==> src/rtl/retire_trace_queue.sv <==
// Retire trace queue: circular buffer of fetched {addr, instr} pairs popped in order at retire,
// with flush, registered retire output, wrapping retire counter and sticky error flags.
module retire_trace_queue #(
  parameter int unsigned ADDR_WIDTH  = 16,
  parameter int unsigned INSTR_WIDTH = 16,
  parameter int unsigned DEPTH       = 8,
  parameter int unsigned CNT_WIDTH   = 32
) (
  input  logic                     clk,
  input  logic                     rst_n,
  input  logic                     fetch_valid,
  input  logic [ADDR_WIDTH-1:0]    fetch_addr,
  input  logic [INSTR_WIDTH-1:0]   fetch_instr,
  input  logic                     retire_valid,
  input  logic                     flush,
  input  logic                     clear_err,
  output logic                     head_valid,
  output logic [ADDR_WIDTH-1:0]    head_addr,
  output logic [INSTR_WIDTH-1:0]   head_instr,
  output logic                     ret_valid,
  output logic [ADDR_WIDTH-1:0]    ret_addr,
  output logic [INSTR_WIDTH-1:0]   ret_instr,
  output logic [$clog2(DEPTH):0]   count,
  output logic [CNT_WIDTH-1:0]     retire_cnt,
  output logic                     overflow,
  output logic                     underflow
);

  localparam int unsigned PtrW   = $clog2(DEPTH);
  localparam int unsigned CountW = PtrW + 1;

  logic [ADDR_WIDTH-1:0]  addr_mem  [DEPTH];
  logic [INSTR_WIDTH-1:0] instr_mem [DEPTH];

  logic [PtrW-1:0]        rd_ptr_q, rd_ptr_d;
  logic [PtrW-1:0]        wr_ptr_q, wr_ptr_d;
  logic [PtrW-1:0]        wr_base;
  logic [CountW-1:0]      count_q, count_d;
  logic [CNT_WIDTH-1:0]   retire_cnt_q, retire_cnt_d;
  logic                   overflow_q, overflow_d;
  logic                   underflow_q, underflow_d;
  logic                   ret_valid_q;
  logic [ADDR_WIDTH-1:0]  ret_addr_q;
  logic [INSTR_WIDTH-1:0] ret_instr_q;

  logic do_retire, underflow_evt;
  logic room, do_push, overflow_evt;

  // Events resolve in the order retire, flush, push: a push sees the queue after both.
  always_comb begin
    do_retire     = retire_valid && (count_q != '0);
    underflow_evt = retire_valid && (count_q == '0);
    room          = (count_q != CountW'(DEPTH)) || do_retire || flush;
    do_push       = fetch_valid && room;
    overflow_evt  = fetch_valid && !room;

    rd_ptr_d      = flush ? '0 : rd_ptr_q + PtrW'(do_retire);
    wr_base       = flush ? '0 : wr_ptr_q;
    wr_ptr_d      = wr_base + PtrW'(do_push);
    count_d       = (flush ? '0 : count_q - CountW'(do_retire)) + CountW'(do_push);
    retire_cnt_d  = retire_cnt_q + CNT_WIDTH'(do_retire);

    // A new error wins over a same-cycle clear.
    overflow_d    = overflow_evt  || (overflow_q  && !clear_err);
    underflow_d   = underflow_evt || (underflow_q && !clear_err);
  end

  always_ff @(posedge clk or negedge rst_n) begin
    if (!rst_n) begin
      rd_ptr_q     <= '0;
      wr_ptr_q     <= '0;
      count_q      <= '0;
      retire_cnt_q <= '0;
      overflow_q   <= 1'b0;
      underflow_q  <= 1'b0;
      ret_valid_q  <= 1'b0;
      ret_addr_q   <= '0;
      ret_instr_q  <= '0;
    end else begin
      rd_ptr_q     <= rd_ptr_d;
      wr_ptr_q     <= wr_ptr_d;
      count_q      <= count_d;
      retire_cnt_q <= retire_cnt_d;
      overflow_q   <= overflow_d;
      underflow_q  <= underflow_d;
      ret_valid_q  <= do_retire;
      if (do_retire) begin
        ret_addr_q  <= addr_mem[rd_ptr_q];
        ret_instr_q <= instr_mem[rd_ptr_q];
      end
    end
  end

  // Storage carries no reset; validity is tracked by the pointers and count alone.
  always_ff @(posedge clk) begin
    if (do_push) begin
      addr_mem[wr_base]  <= fetch_addr;
      instr_mem[wr_base] <= fetch_instr;
    end
  end

  always_comb begin
    head_valid = (count_q != '0);
    head_addr  = addr_mem[rd_ptr_q];
    head_instr = instr_mem[rd_ptr_q];
    ret_valid  = ret_valid_q;
    ret_addr   = ret_addr_q;
    ret_instr  = ret_instr_q;
    count      = count_q;
    retire_cnt = retire_cnt_q;
    overflow   = overflow_q;
    underflow  = underflow_q;
  end

endmodule

==> config.mk <==
export PLATFORM = sky130hd
export DESIGN_NAME = retire_trace_queue
export DESIGN_NICKNAME = d
export VERILOG_FILES = /design/src/rtl/retire_trace_queue.sv
export SDC_FILE = /design/constraint.sdc
export NUM_CORES = 1
export LEC_CHECK = 0
export BUFFER_PORTS_ARGS = -buffer_cell sky130_fd_sc_hd__buf_2
export CAP_MARGIN = 40
export CELL_PAD_IN_SITES_DETAIL_PLACEMENT = 0
export CELL_PAD_IN_SITES_GLOBAL_PLACEMENT = 1
export CORE_MARGIN = 1.5
export CORE_UTILIZATION = 45
export DETAILED_ROUTE_END_ITERATION = 8
export GPL_TIMING_DRIVEN = 1
export PLACE_DENSITY_LB_ADDON = 0.1
export SKIP_CTS_REPAIR_TIMING = 1
export SLEW_MARGIN = 20
export SYNTH_ARGS = -nofsm -noshare
export SYNTH_HDL_FRONTEND = slang
export SYNTH_SLANG_ARGS = --single-unit
==> constraint.sdc <==
create_clock -name clk -period 11.9 [get_ports clk]
set_input_delay 2.38 -clock clk [delete_from_list [all_inputs] [get_ports clk]]
set_output_delay 2.38 -clock clk [all_outputs]
set_load 0.01 [all_outputs]
==> flow_summary.toml, run 1 <==
[clock_network]
cts_buffers = 37
cts_num_sinks = 333
cts_tree = "done"
clk_latency_ns = 0.51
cts.path.max_buffers = 3
clkTransAtPathRegs_ns = 0.06
cts_max_level = 2
cts_root_buf = "clkbuf_16"

[die]
die-area_um2 = 29600
placementRows = 61
start_util_pct = 46.0
die_w_um = 172
pin_count = 142
core-area_um2 = 27900
die_y_um = 172

[route]
dr.pass1.iters = 5
post_drt_wl_per_cell_um = 21.3
via_per_inst = 5.23
drt_iter0_drc = 390
route.detailed.drc = 0
final_antenna_net_count = 0
vias = 6345
wirelength_mm = 25.9

[synthesis]
seq_area_frac_synth_pct = 74.7
yosys.cell_types.count = 33
ys.warnings.count = 0
synth_cells = 628
yosysTopAreaCellShare_pct = 59.8
syn_nets = 674
avgSynthCellArea_um2 = 20.5
yosys_register_bits = 333
syn_area_um2 = 12900
netlist.top_cell.by_area = "edfxtp_1"
synth_area_leaders = "edfxtp_1 60%, dfrtp_1 15%, mux4_2 11%"

[power]
total_power_uw = 3020
power_density_nw_per_um2 = 196
vdd_drop_max_mv = 0.119
p_leak_uw = 0.00559

[global_route]
grt_pass1_vias = 6625
grt_pass1_wl_mm = 39.4
grt_usage_pct = 18.2
grt_max_degree = 59
grt_overflow = 0
grt_antenna_before_repair = 2

[run]
cap_violations = 0

[layout]
layout_common_cells = "256 x edfxtp_1, 141 x buf_2, 74 x dfrtp_1, 65 x mux2_2, 64 x mux4_2"
drive_above_1_share_pct = 43.5
nNetsFinal = 853
layout.cells.most_common = "edfxtp_1"
fillers = 2200
regArea_um2 = 9620
multi_input_area_um2 = 3120
area_growth_pct = 19.8
antennaDiodeCount = 0

[timing]
max_slew_margin_pct = 52.3
fin_crit_sh_pct = 44.3
slew_violations = 0
tightest_slew_ns = 0.714
finalClockSkew_ns = 0.0128
fin_crit_ns = 5.27
setup_tns_ns = 0
finalHoldViolCount = 0
max_freq_ghz = 0.190
final-setup-viol-count = 0
grt_setup_unrepaired = "false"

[placed_design]
dp_hpwl_mm = 15.1
routabilityCongestion = 0.735
io_buffers = 141

[worst_setup_path]
cp_max_fo = 34
r2r_cells = 7
path_class = "reg -> out"
cp_slowest_cell = "dfrtp_4"
slowest_delay_ns = 0.65
crit_start = "rd_ptr_q[0]"
required_ns = 9.52
worst_setup_path_start_kind = "flip-flop"
r2r-start = "count[2]"
timing.rr.end = "addr_mem[0][9]"
critPathCaptureType = "primary output"
cp_data_arrival_time_ns = 2.89
path_cells = "buf_4 > buf_16 > mux4_2 > mux2_2 > buf_2"
reg2reg_slack_ns = 9.21

[min_path]
min_path_type = "reg -> reg"
hold_depth = 1
hold-path-endpoint = "retire_cnt[31]"
hold_path.startpoint = "retire_cnt[31]"

[run_status]
status = "complete, no violations"
==> routing by layer <==
| metal | GRT usage [%] | wire [um] | up-vias |
|---|---|---|---|
| li1 | - | - | 2855 |
| met1 | 24.5 | 11100 | 3258 |
| met2 | 30.6 | 12700 | 185 |
| met3 | 3.16 | 1540 | 43 |
| met4 | 5.03 | 450 | 4 |
| met5 | 0 | 25 | - |
==> cells by family after synthesis <==
group	synth area share, %
buf+inv	1.48
mux	16.9
fa+ha+maj	0.778
compound gates	0.224
flops	74.7
xor+xnor	2.45
simple gates	3.42
==> state kept, by name, indices dropped and copies added (netlist names), 3 cells and up <==
| signal | cells |
|---|---|
| ret_instr | 16 |
| ret_addr | 16 |
| retire_cnt | 32 |
| rd_ptr_q | 3 |
| instr_mem | 128 |
| wr_ptr_q | 3 |
| addr_mem | 128 |
| count | 4 |
==> stage by stage <==
step,instance area [um^2],hold WS (ns),utilization (%),setup WS (ns),cells
3_5_place_dp,14200,0.464,50.7,7.05,1143
3_3_place_gp,14100,0.458,50.4,6.89,1139
5_1_grt,15400,0.490,55.2,6.41,1214
4_1_cts,15400,0.473,55.0,6.52,1211
6_report,15400,0.472,55.2,6.63,1214
2_1_floorplan,12900,0.508,-,5.53,628
==> area by class of cell <==
class | count | area share, %
Clock inverter | 14 | 0.698
Clock buffer | 54 | 7.09
Multi-Input combinational cell | 260 | 20.2
Inverter | 11 | 0.268
Tap cell | 378 | 3.07
Sequential cell | 333 | 62.4
Timing Repair Buffer | 164 | 6.20
==> power breakdown <==
group          internal (uW)  total [uW]  switching (uW)
combinational            267         514             246
clock                    662        1100             434
sequential              1350        1410            62.2
total                   2280        3020             743
==> worst max-delay path by stage <==
stage                                 to  depth (start not counted)
after floorplan           addr_mem[2][0]                          4
after global placement    head_instr[15]                          4
after detailed placement  addr_mem[0][9]                          8
after CTS                 head_instr[15]                          5
after global routing      head_instr[15]                          5
final                     head_instr[15]                          5
==> cell usage after synthesis (all sizes together) <==
master / n
nand2b: 5
edfxtp: 256
nor2b: 1
nand4b: 1
nor2: 16
inv: 11
and4: 3
mux4: 64
and3: 3
and2: 5
xnor2: 29
nand3: 16
ha: 8
dfrtp: 77
a21oi: 1
xor2: 7
buf: 13
o21ai: 4
or3: 1
mux2: 65
nand2: 11
nor4: 6
clkbuf: 11
nand4: 8
nor3: 6
==> worst max-delay path: cells and delay by family, from the launching register on <==
family                 cells  cell delay, ns
buffers and inverters      3            0.85
flip-flops                 1            0.65
multiplexers               2            0.87
(Power assumes the default switching activity.)
==> run 2, diff against run 1 <==
==> constraint.sdc (replaced) <==
create_clock -name clk -period 4.3 [get_ports clk]
set_input_delay 0.86 -clock clk [delete_from_list [all_inputs] [get_ports clk]]
set_output_delay 0.86 -clock clk [all_outputs]
set_load 0.01 [all_outputs]
==> run 2 against run 1 <==
Effect of this change:
- utilization decreased by 0.57 points
- critical endpoint is now head_instr[14]
- critical path type unchanged
- clock-buffer cell count shrank 10
- highest routed layer unchanged
- cell area is 1.0% lower
- die area stayed put
- largest power group unchanged
==> flow_summary.toml, run 2 (synthesized netlist as in run 1, its figures left out) <==
[worst_setup_path]
worst_setup_path_start_kind = "flip-flop"
path_class = "reg -> out"
critPathCaptureType = "primary output"
cp_data_arrival_time_ns = 2.75
cp_max_fo = 32
required_ns = 3.44

[timing]
max_freq_ghz = 0.277
final-setup-viol-count = 0
finalHoldViolCount = 0
slew_violations = 0
fin_crit_sh_pct = 84.0
fin_crit_ns = 3.61
fin_ws_ns = 0.688
grt_setup_unrepaired = "false"
tightest_slew_ns = 0.708
max_slew_margin_pct = 52.8
finalClockSkew_ns = 0.0162

[layout]
layout_common_cells = "256 x edfxtp_1, 140 x buf_2, 74 x dfrtp_1, 65 x mux2_2, 64 x mux4_2"
drive_above_1_share_pct = 42.5
area_growth_pct = 18.6
multi_input_area_um2 = 3120
layout.cells.most_common = "edfxtp_1"
nNetsFinal = 853
regArea_um2 = 9620
fillers = 2219

[clock_network]
cts_max_level = 2
clkTransAtPathRegs_ns = 0.06
clk_latency_ns = 0.50
cts_num_sinks = 333
cts_root_buf = "clkbuf_16"
cts.path.max_buffers = 3
cts_buffers = 35
cts_tree = "done"

[die]
die_y_um = 172
die_w_um = 172
placementRows = 61
die-area_um2 = 29600
pin_count = 142
core-area_um2 = 27900
start_util_pct = 46.0

[run]
cap_violations = 0

[global_route]
globalRouteMet1Util_pct = 23.5
grt_overflow = 0
grt_antenna_before_repair = 3
grtUsageMet3_pct = 3.36
grt_pass1_wl_mm = 39.4
met2_usage_pct = 30.9
grt_usage_pct = 17.9
grt.busiest_layer = "met2"
grt_pass1_vias = 6769
grt_max_degree = 54

[route]
final_antenna_net_count = 0
via_per_inst = 5.27
vias = 6388
drt_iter0_drc = 407
route.detailed.drc = 0
dr.pass1.iters = 6
post_drt_wl_per_cell_um = 21.0
wirelength_mm = 25.4

[power]
power_density_nw_per_um2 = 528
total_power_uw = 8050
vdd_drop_max_mv = 0.313
p_leak_uw = 0.00551

[placed_design]
routabilityCongestion = 0.764
io_buffers = 141
dp_hpwl_mm = 15.9
preCtsSetupSlack_ns = 0.982

[run_status]
status = "complete, no violations"

[min_path]
min_path_type = "in -> async"
run 2: changes by cell type in the layout (fill, tap and decap cells not counted), sizes merged:
cell / delta
clkbuf: -9
buf: +1
diode: +2
clkinvlp: -1
inv: -1
clkinv: +6
run 2: per-layer routing:
metal	part of all wire [%]	vias up	wire, um
li1	-	2852	-
met1	43	3345	10900
met2	50	159	12800
met3	5.1	30	1300
met4	1.6	2	399
met5	0.028	-	7
run 2: critical path: stages (launching register included):
cell and delay, ns:
dfrtp_4 0.86, buf_4 0.38, mux4_2 0.55, mux2_2 0.31, buf_2 0.14
run 2: path summary, 6_finish.rpt:
kind                           startpoint               to  slack [ns]  depth (start not counted)
setup / recovery              rd_ptr_q[0]   head_instr[14]        0.69                          4
hold / removal                      rst_n      ret_addr[0]        0.42                          1
setup reg to reg                 count[2]  instr_mem[6][5]        1.72                          8
hold reg to reg            retire_cnt[31]   retire_cnt[31]        0.48                          1
max in group asynchronous           rst_n     ret_instr[9]        3.03                          2
min in group clk           retire_cnt[31]   retire_cnt[31]        0.48                          1
run 2: cell type report:
class | instances | area share (%)
Antenna cell | 2 | 0.0328
Clock buffer | 44 | 5.96
Clock inverter | 18 | 0.706
Inverter | 11 | 0.271
Multi-Input combinational cell | 260 | 20.4
Sequential cell | 333 | 63.1
Tap cell | 378 | 3.10
Timing Repair Buffer | 166 | 6.38
run 2: where the power goes:
group / leakage, uW / switching (uW) / internal, uW
Sequential: 0.00330 / 202 / 3740
Combinational: 0.00171 / 661 / 738
Clock: 0.000502 / 1150 / 1560
run 2: metrics by stage:
stage / instances / instance area (um^2) / TNS, ns / utilization, % / hold slack [ns]
after floorplan: 628 / 12900 / -70.67 / - / 0.508
after global placement: 1142 / 14100 / 0 / 50.5 / 0.456
after detailed placement: 1144 / 14200 / 0 / 50.7 / 0.462
after CTS: 1206 / 15200 / 0 / 54.3 / 0.436
after global routing: 1211 / 15200 / 0 / 54.6 / 0.463
final: 1212 / 15300 / 0 / 54.6 / 0.419
==> run 3, diff against run 2 <==
==> constraint.sdc (replaced) <==
create_clock -name clk -period 3.55 [get_ports clk]
set_input_delay 0.71 -clock clk [delete_from_list [all_inputs] [get_ports clk]]
set_output_delay 0.71 -clock clk [all_outputs]
set_load 0.01 [all_outputs]
==> run 3 against run 2 <==
Effect of this change:
- hold slack lost 0.014 ns
- first-iteration DRC count decreased by 10%
- critical endpoint is now head_instr[5]
- sequential share of layout area decreased by 0.68 points
- sequential cell count is the same
- largest cell class unchanged
- total power rose by 25%
- global-route usage is essentially flat
- largest power group unchanged
- die area did not move
- cell area up 1.1%
==> flow_summary.toml, run 3 (synthesized netlist as in run 1, its figures left out) <==
[timing]
grt_setup_unrepaired = "false"
slew_violations = 0
setup_tns_ns = 0
fin_crit_sh_pct = 91.3
final-setup-viol-count = 0
max_slew_margin_pct = 60.1
fin_crit_ns = 3.24
tightest_slew_ns = 0.598
finalHoldViolCount = 0
finalClockSkew_ns = 0.0134
fin_ws_ns = 0.307
whs_ns = 0.404
max_freq_ghz = 0.308

[route]
post_drt_wl_per_cell_um = 20.8
vias = 6420
route.detailed.drc = 0
dr.pass1.iters = 6
final_antenna_net_count = 0
wirelength_mm = 25.4
via_per_inst = 5.27
drt_iter0_drc = 365

[run_status]
status = "complete, no violations"

[die]
die_y_um = 172
pin_count = 142
die-area_um2 = 29600
start_util_pct = 46.0
core-area_um2 = 27900
die_w_um = 172
placementRows = 61

[clock_network]
cts_num_sinks = 333
clkTransAtPathRegs_ns = 0.05
cts_root_buf = "clkbuf_16"
clk_latency_ns = 0.52
cts_tree = "done"
cts.path.max_buffers = 3
cts_buffers = 36
cts_max_level = 2

[global_route]
grt_antenna_before_repair = 2
globalRouteMet1Util_pct = 25.0
grt_usage_pct = 17.9
grt.busiest_layer = "met2"
grt_overflow = 0
met2_usage_pct = 28.9
grtUsageMet3_pct = 3.34
grt_pass1_wl_mm = 39.1
grt_pass1_vias = 6691
grt_max_degree = 61

[layout]
layout.cells.most_common = "edfxtp_1"
area_growth_pct = 19.9
nNetsFinal = 857
drive_above_1_share_pct = 43.2
layout_common_cells = "256 x edfxtp_1, 140 x buf_2, 74 x dfrtp_1, 65 x mux2_2, 64 x mux4_2"
final_cells = 1218
final_core_util_pct = 55.2

[placed_design]
dpl.cell_count = 1148
preCtsSetupSlack_ns = 0.716
routabilityCongestion = 0.721
dp_hpwl_mm = 15.4
io_buffers = 141

[worst_setup_path]
reg2reg_slack_ns = 1.07
r2r_cells = 8
r2r-start = "count[2]"
path_class = "reg -> out"
worst_setup_path_start_kind = "flip-flop"
cp_slowest_cell = "dfrtp_4"
timing.rr.end = "count[2]"
crit_family = "multiplexers"
required_ns = 2.84
cp_data_arrival_time_ns = 2.53
path_cells = "buf_12 > mux4_2 > mux2_2 > buf_2"
slowest_delay_ns = 0.73
cp_max_fo = 23
critPathCaptureType = "primary output"
crit_buf_inv = 2

[run]
cap_violations = 0

[power]
clkPwrFrac_pct = 35.8
power_density_nw_per_um2 = 654
power.switching_uw = 2450
p_seq_share_pct = 47.0
p_leak_uw = 0.00559
p_int_uw = 7630
vdd_drop_max_mv = 0.353
power_frac_comb_pct = 17.2
swShare_pct = 24.4

[min_path]
hold_path.startpoint = "clear_err"
hold-path-endpoint = "overflow"
hold_depth = 2
min_path_type = "in -> reg"
[run 3: per-layer routing]
layer	part of all wire, %	wire, um
met4	1.9	485
met5	0.047	12
met3	5.1	1290
met1	44	11300
met2	49	12300
[run 3: cell type report]
type / count / area [um^2]
fillers: 2201 / 12500
flip-flops and latches: 333 / 9620
multi-input cells: 260 / 3120
clock buffers: 51 / 998
repair buffers: 169 / 998
well taps: 378 / 473
clock inverters: 14 / 153
inverters: 11 / 41.3
diodes: 2 / 5.00
[run 3: worst max path at each step]
stage | startpoint | end | slack [ns] | cells after the start
after floorplan | flush | addr_mem[4][0] | -1.15 | 4
after global placement | flush | instr_mem[0][12] | 0.57 | 8
after detailed placement | retire_valid | retire_cnt[20] | 0.72 | 9
after CTS | rd_ptr_q[0] | head_instr[5] | 0.22 | 4
after global routing | rd_ptr_q[0] | head_instr[7] | 0.15 | 4
final | rd_ptr_q[0] | head_instr[5] | 0.31 | 4
[run 3: power by group through the flow]
stage | logic [uW] | registers (uW) | clock network, uW
3_3_place_gp | 1740 | 4800 | 0
5_1_grt | 1900 | 4790 | 3860
3_5_place_dp | 1770 | 4820 | 0
4_1_cts | 1780 | 4740 | 3720
6_report | 1730 | 4740 | 3610
2_1_floorplan | 1050 | 4870 | 0
[run 3: stage by stage]
step                      cell area, um^2  total power, uW
after floorplan                     12900             5930
after global placement              14200             6550
after detailed placement            14200             6590
after CTS                           15400            10200
after global routing                15400            10600
final                               15400            10100
